$ cat config.mk
export PLATFORM = sky130hd
export DESIGN_NAME = fm_discriminator_flat
export DESIGN_NICKNAME = d
export VERILOG_FILES = /design/src/rtl/fm_discriminator_if.sv /design/src/rtl/fm_discriminator.sv /design/src/flat_wrapper.sv
export SDC_FILE = /design/constraint.sdc
export NUM_CORES = 2
export LEC_CHECK = 0
export CAP_MARGIN = 15
export CORE_UTILIZATION = 55
export DETAILED_ROUTE_END_ITERATION = 12
export GPL_ROUTABILITY_DRIVEN = 0
export PLACE_DENSITY_LB_ADDON = 0.12
export SYNTH_ARGS = -nofsm -noshare
export SYNTH_HDL_FRONTEND = slang
export SYNTH_SLANG_ARGS = --single-unit
$ cat constraint.sdc
create_clock -name clk -period 13.9 [get_ports clk]
set_input_delay 2.085 -clock clk [delete_from_list [all_inputs] [get_ports clk]]
set_output_delay 2.085 -clock clk [all_outputs]
set_load 0.1 [all_outputs]
$ cat src/rtl/fm_discriminator_if.sv
// I/Q sample handshake and held frequency-estimate output
// for the FM discriminator.
interface fm_discriminator_if #(
    parameter int IQ_W  = 16,
    parameter int OUT_W = 32
);
    logic                    in_valid;
    logic                    in_ready;
    logic signed [IQ_W-1:0]  in_i;
    logic signed [IQ_W-1:0]  in_q;
    logic signed [OUT_W-1:0] out_data;
    logic                    out_valid;
    logic                    busy;

    modport master (
        output in_valid, in_i, in_q,
        input  in_ready, out_data, out_valid, busy
    );

    modport slave (
        input  in_valid, in_i, in_q,
        output in_ready, out_data, out_valid, busy
    );
endinterface

$ cat src/rtl/fm_discriminator.sv
// Cross-product FM discriminator: (p x c) / |c|^2 with an
// iterative restoring divider and symmetric saturation.
module fm_discriminator #(
    parameter int IQ_W  = 16,
    parameter int OUT_W = 32,
    parameter int FRAC  = 30
) (
    input  logic clk,
    input  logic rst_n,
    fm_discriminator_if.slave bus
);
    localparam int PW = 2*IQ_W + 1;
    localparam int RW = PW + OUT_W - 1;
    localparam int CW = $clog2(OUT_W);
    localparam logic signed [OUT_W-1:0] SMAX =
        {1'b0, {(OUT_W-1){1'b1}}};

    typedef enum logic [1:0] {IDLE, MULT, DIV, DONE} state_t;

    state_t state, state_nx;

    logic signed [IQ_W-1:0]  ci, cq, pi, pq;
    logic [CW-1:0]           cnt;
    logic [RW-1:0]           rem, dsr;
    logic [OUT_W-2:0]        quo;
    logic                    sign, ovf, zero;
    logic signed [OUT_W-1:0] odata;
    logic                    ovalid;
    logic                    xfer;

    logic signed [2*IQ_W-1:0] pa, pb, sa, sb;
    logic signed [PW-1:0]     cross_c;
    logic [PW-1:0]            den_c, mag_c;
    logic [RW-1:0]            num_c, dsh_c;
    logic signed [OUT_W-1:0]  qs;

    assign xfer          = (state == IDLE) && bus.in_valid;
    assign bus.in_ready  = (state == IDLE);
    assign bus.busy      = (state != IDLE);
    assign bus.out_data  = odata;
    assign bus.out_valid = ovalid;

    always_comb begin
        pa      = pi * cq;
        pb      = pq * ci;
        sa      = ci * ci;
        sb      = cq * cq;
        cross_c = {pa[2*IQ_W-1], pa} - {pb[2*IQ_W-1], pb};
        den_c   = {1'b0, sa} + {1'b0, sb};
        mag_c   = cross_c[PW-1] ? -cross_c : cross_c;
        num_c   = RW'(mag_c) << FRAC;
        dsh_c   = RW'(den_c) << (OUT_W-1);
        qs      = {1'b0, quo};
    end

    always_ff @(posedge clk or negedge rst_n) begin
        if (!rst_n) state <= IDLE;
        else        state <= state_nx;
    end

    always_comb begin
        state_nx = state;
        unique case (state)
            IDLE: if (bus.in_valid) state_nx = MULT;
            MULT: state_nx = DIV;
            DIV:  if (cnt == '0) state_nx = DONE;
            DONE: state_nx = IDLE;
        endcase
    end

    always_ff @(posedge clk or negedge rst_n) begin
        if (!rst_n) begin
            ci     <= '0;
            cq     <= '0;
            pi     <= '0;
            pq     <= '0;
            cnt    <= '0;
            rem    <= '0;
            dsr    <= '0;
            quo    <= '0;
            sign   <= 1'b0;
            ovf    <= 1'b0;
            zero   <= 1'b0;
            odata  <= '0;
            ovalid <= 1'b0;
        end else begin
            ovalid <= 1'b0;
            if (xfer) begin
                pi <= ci;
                pq <= cq;
                ci <= bus.in_i;
                cq <= bus.in_q;
            end
            if (state == MULT) begin
                sign <= cross_c[PW-1];
                zero <= (den_c == '0);
                ovf  <= (den_c != '0) && (num_c >= dsh_c);
                rem  <= num_c;
                dsr  <= dsh_c;
                quo  <= '0;
                cnt  <= CW'(OUT_W-1);
            end
            // First step tests bit OUT_W-1 (overflow) and shifts out of quo
            if (state == DIV) begin
                if (rem >= dsr) begin
                    rem <= rem - dsr;
                    quo <= {quo[OUT_W-3:0], 1'b1};
                end else begin
                    quo <= {quo[OUT_W-3:0], 1'b0};
                end
                dsr <= dsr >> 1;
                cnt <= cnt - CW'(1);
            end
            if (state == DONE) begin
                ovalid <= 1'b1;
                if (zero)     odata <= '0;
                else if (ovf) odata <= sign ? -SMAX : SMAX;
                else          odata <= sign ? -qs : qs;
            end
        end
    end
endmodule

$ cat src/flat_wrapper.sv
// flat-port wrapper written by rule: the top's interface ports become plain ports
module fm_discriminator_flat 
#(
    parameter int IQ_W  = 16,
    parameter int OUT_W = 32,
    parameter int FRAC  = 30
)
  (clk, rst_n, bus_in_valid, bus_in_i, bus_in_q, bus_in_ready, bus_out_data, bus_out_valid, bus_busy);
  fm_discriminator_if #(.IQ_W(IQ_W), .OUT_W(OUT_W)) bus_i ();
  input  logic clk;
  input  logic rst_n;
  input wire logic [$bits(bus_i.in_valid)-1:0] bus_in_valid;
  input wire logic [$bits(bus_i.in_i)-1:0] bus_in_i;
  input wire logic [$bits(bus_i.in_q)-1:0] bus_in_q;
  output wire logic [$bits(bus_i.in_ready)-1:0] bus_in_ready;
  output wire logic [$bits(bus_i.out_data)-1:0] bus_out_data;
  output wire logic [$bits(bus_i.out_valid)-1:0] bus_out_valid;
  output wire logic [$bits(bus_i.busy)-1:0] bus_busy;
  assign bus_i.in_valid = bus_in_valid;
  assign bus_i.in_i = bus_in_i;
  assign bus_i.in_q = bus_in_q;
  assign bus_in_ready = bus_i.in_ready;
  assign bus_out_data = bus_i.out_data;
  assign bus_out_valid = bus_i.out_valid;
  assign bus_busy = bus_i.busy;
  fm_discriminator #(.IQ_W(IQ_W), .OUT_W(OUT_W), .FRAC(FRAC)) u_core (.clk(clk), .rst_n(rst_n), .bus(bus_i));
endmodule
==> impl_metrics.csv <==
group,metric,value,unit
placed_design,port_buffers,69,
sta,max_freq,87.2,MHz
run,max_capacitance_violation_count,0,
synth,synth_seq_cells,266,
sta,timing_max_transition_violations_final,0,
synth,synth_area_per_cell,9.01,µm²
clock_tree,clock_tree.buffer_depth,3,
cells_and_area,areaGrowthSynthToFinish,5.75,%
cells_and_area,commonest_non_fill_non_tap_cell_in_the_layout,"sky130_fd_sc_hd__inv_1",
detailed_routing,final_antenna_net_count,0,
global_route,grt_util_met3,3.86,%
sta,ratio_of_final_minimum_period_to_clock_period,82.5,%
synth,yosys_most_used_dff,"sky130_fd_sc_hd__dfrtp_1",
clock_tree,clk_latency,650,ps
synth,synth-warning-count,0,
die,design.core.area,102000,µm²
sta,final.setup_skew,49.1,ps
placed_design,placed_cells,7558,
clock_tree,cts_tree,"built",
critical_path,timing_worst_setup_path_type,"reg -> reg",
cells_and_area,insertedDiodeCount,0,
detailed_routing,post-route-drc-count,0,
synth,seq_area_frac_synth,11.7,%
clock_tree,post_cts_buffers,0,
critical_path,setup.worst_path.start_class,"flop",
critical_path,worst_ep_arrival_time,11960,ps
critical_path,crit_fanout,26,
detailed_routing,route.detailed.vias_per_inst,5.46,
detailed_routing,wl_per_cell,19.0,µm
synth,post_synth_inst_count,6312,
clock_tree,holdBufCountCts,0,
cells_and_area,final_net_count,7810,
synth,async_reset_ff_share,100,%
cells_and_area,layout.cell_area.non_filler,60200,µm²
sta,setup_repair_after_global_routing_missed_its_margin,"false",
global_route,grtUsageMet1,40.7,%
detailed_routing,detail_route.wirelength,145000,µm
die,top_level_ports,70,
die,die_h,324,µm
sta,hold_viol,0,
clock_tree,clk_pin_slew_worst_paths,60,ps
sta,hold-worst-slack,493,ps
clock_tree,ctsRootBufferMaster,"sky130_fd_sc_hd__clkbuf_16",
critical_path,kind_of_end_point_of_the_critical_path,"flop",
global_route,grt-ovfl-total,0,
global_route,via_count_of_the_first_global_routing_pass,44000,
hold_path,worst_hold_path.endpoint,"u_core.dsr[26]$_DFFE_PN0P_",
clock_tree,ctsHtreeMaxLevel,2,
die,floorplan.die_area,105000,µm²
hold_path,min_from,"u_core.dsr[27]$_DFFE_PN0P_",
critical_path,path_buf_inv,7,
global_route,grt_first_pass_wirelength,240000,µm
critical_path,critPathSlowestCell,"sky130_fd_sc_hd__dfrtp_1",
synth,synth-edff-count,0,
synth,synth.distinct_cells,98,
hold_path,worst_hold_path_stage_count,2,
synth,netlist_area,56900,µm²
detailed_routing,detailroute.via_count,41700,
sta,worst_pin_slew,1140,ps
sta,totalNegativeSetupSlack,0,ps
sta,timing.slew.headroom,23.7,%
cells_and_area,final_cell_mix,"1467 x sky130_fd_sc_hd__inv_1, 1069 x sky130_fd_sc_hd__fa_1, 554 x sky130_fd_sc_hd__nand2_1",
critical_path,reg2regPathDepth,39,
status,result_of_the_run,"completed",
clock_tree,post_cts_resize_count,0,
sta,final_setup_vio_count,0,
critical_path,critical_path.top_delay_family,"adder cells",
placed_design,hpwl,117000,µm
clock_tree,cts.sink_count,266,
sta,final.min_clock_period,11470,ps
cells_and_area,finished_layout_cells,7630,
global_route,globalRouteTotalUtil,29.2,%
global_route,groute.layer.met2.usage,47.4,%
global_route,grt_start_max_net_pins,111,
cells_and_area,drive_above_1_share,4.14,%
placed_design,placement.cell_area,58800,µm²
synth,synth_nets,7890,
die,start_util,55.7,%
global_route,grt-busiest-layer,"met2",
clock_tree,numCtsBuffers,40,
die,chipWidth,324,µm
detailed_routing,total_iterations_of_the_first_detailed_routing_run,6,
critical_path,timing.critical_path.required,14390,ps
critical_path,rr_endpoint,"u_core.ovf$_DFFE_PN0P_",
global_route,grt_antenna_before_repair,3,
critical_path,regToRegStartpoint,"u_core.ci[1]$_DFFE_PN0P_",
critical_path,rrSetupSlack,2430,ps
critical_path,worst_path_most_repeated_cell,"sky130_fd_sc_hd__fa_1",
die,row_count,117,
cells_and_area,layout.filler_cells,9198,
critical_path,max_incr_delay_on_cp,1090,ps
detailed_routing,dr.first_iter.drc_count,2650,
hold_path,worst_hold_path_type,"reg -> reg",
cell type report:
type	instances	area, µm²	area share [%]
clock inverter	23	279	0.464
tap	1368	1710	2.84
inverter	1473	5530	9.19
timing repair buffer	125	1120	1.86
sequential	266	6660	11.1
multi-input combinational	4326	43800	72.8
clock buffer	49	1070	1.79
tightest hold or removal path: stages (launching register included):
cell                      delay, ps
sky130_fd_sc_hd__dfrtp_1        330
sky130_fd_sc_hd__nand3_1         70
sky130_fd_sc_hd__o21ai_0         60
sequential cells by signal, indices dropped and copies added (netlist names):
register,flops
u_core.cnt,5
u_core.dsr,64
u_core.sign,1
u_core.zero,1
u_core.ci,16
u_core.ovf,1
u_core.cq,16
u_core.quo,31
u_core.pq,16
u_core.pi,16
u_core.rem,64
u_core.bus.out_data,32
u_core.state,2
u_core.bus.out_valid,1
metal layers:
layer | vias up | share of wire (%) | routed length (µm)
li1 | 19400 | - | -
met4 | 4 | 3.2 | 4610
met1 | 21000 | 44 | 64400
met5 | - | 0.019 | 27
met2 | 1068 | 46 | 67200
met3 | 204 | 5.8 | 8450
cells in the mapped netlist, drive strengths merged (15+ instances only):
library cell  instances  area share [%]
ha                  474              10
nor2                237             1.6
inv                1468             9.7
o21bai               16            0.21
nor2b                34            0.37
xnor2               164             2.5
o31ai                15            0.20
a211oi               24            0.37
clkbuf              222             1.5
xor2                 75             1.2
a21o                100             1.3
or2                  34            0.37
and3                 34            0.37
or3                  23            0.26
o211ai               23            0.31
a21oi               163             1.5
o21a                 38            0.50
nand4                36            0.40
o22ai                36            0.41
buf                  25            0.21
nor4                 15            0.18
fa                 1069              38
a21boi               19            0.25
o21ai               291             2.6
nor3                 56            0.51
mux2i                16            0.28
nand2               556             3.7
a31oi                29            0.32
mux2                 55             1.1
and2                348             3.8
nand3               133             1.2
nand2b               53            0.58
dfrtp               266              12
how the worst max path moves through the flow:
stage / to / slack [ps] / depth (start not counted) / from
floorplan: u_core.ovf$_DFFE_PN0P_ / 3530 / 43 / u_core.ci[0]$_DFFE_PN0P_
global placement: u_core.ovf$_DFFE_PN0P_ / 2820 / 39 / u_core.ci[1]$_DFFE_PN0P_
detailed placement: u_core.ovf$_DFFE_PN0P_ / 2690 / 39 / u_core.ci[1]$_DFFE_PN0P_
CTS: u_core.ovf$_DFFE_PN0P_ / 2670 / 39 / u_core.ci[1]$_DFFE_PN0P_
global route: u_core.ovf$_DFFE_PN0P_ / 1800 / 39 / u_core.ci[1]$_DFFE_PN0P_
finish: u_core.ovf$_DFFE_PN0P_ / 2430 / 39 / u_core.ci[1]$_DFFE_PN0P_
kinds of logic after synthesis:
| group | Yosys count | share of synthesized area [%] |
|---|---|---|
| AO/OA/AOI/OAI | 866 | 9.75 |
| AND/OR/NAND/NOR | 1607 | 14.0 |
| multiplexers | 71 | 1.37 |
| flip-flops | 266 | 11.7 |
| XOR/XNOR | 239 | 3.71 |
| adder cells (fa/ha/maj) | 1543 | 48.0 |
| buffers and inverters | 1720 | 11.4 |
metrics by stage:
stage | utilization [%] | worst slack (ps)
3_5_place_dp | 57.6 | 2690
2_1_floorplan | - | 3530
6_report | 58.9 | 2430
5_1_grt | 58.9 | 1800
3_3_place_gp | 57.6 | 2820
4_1_cts | 58.9 | 2670
Power is left out: the tool's default activity adds up to more than one toggle a clock period on the data nets, which glitch-free logic cannot reach.
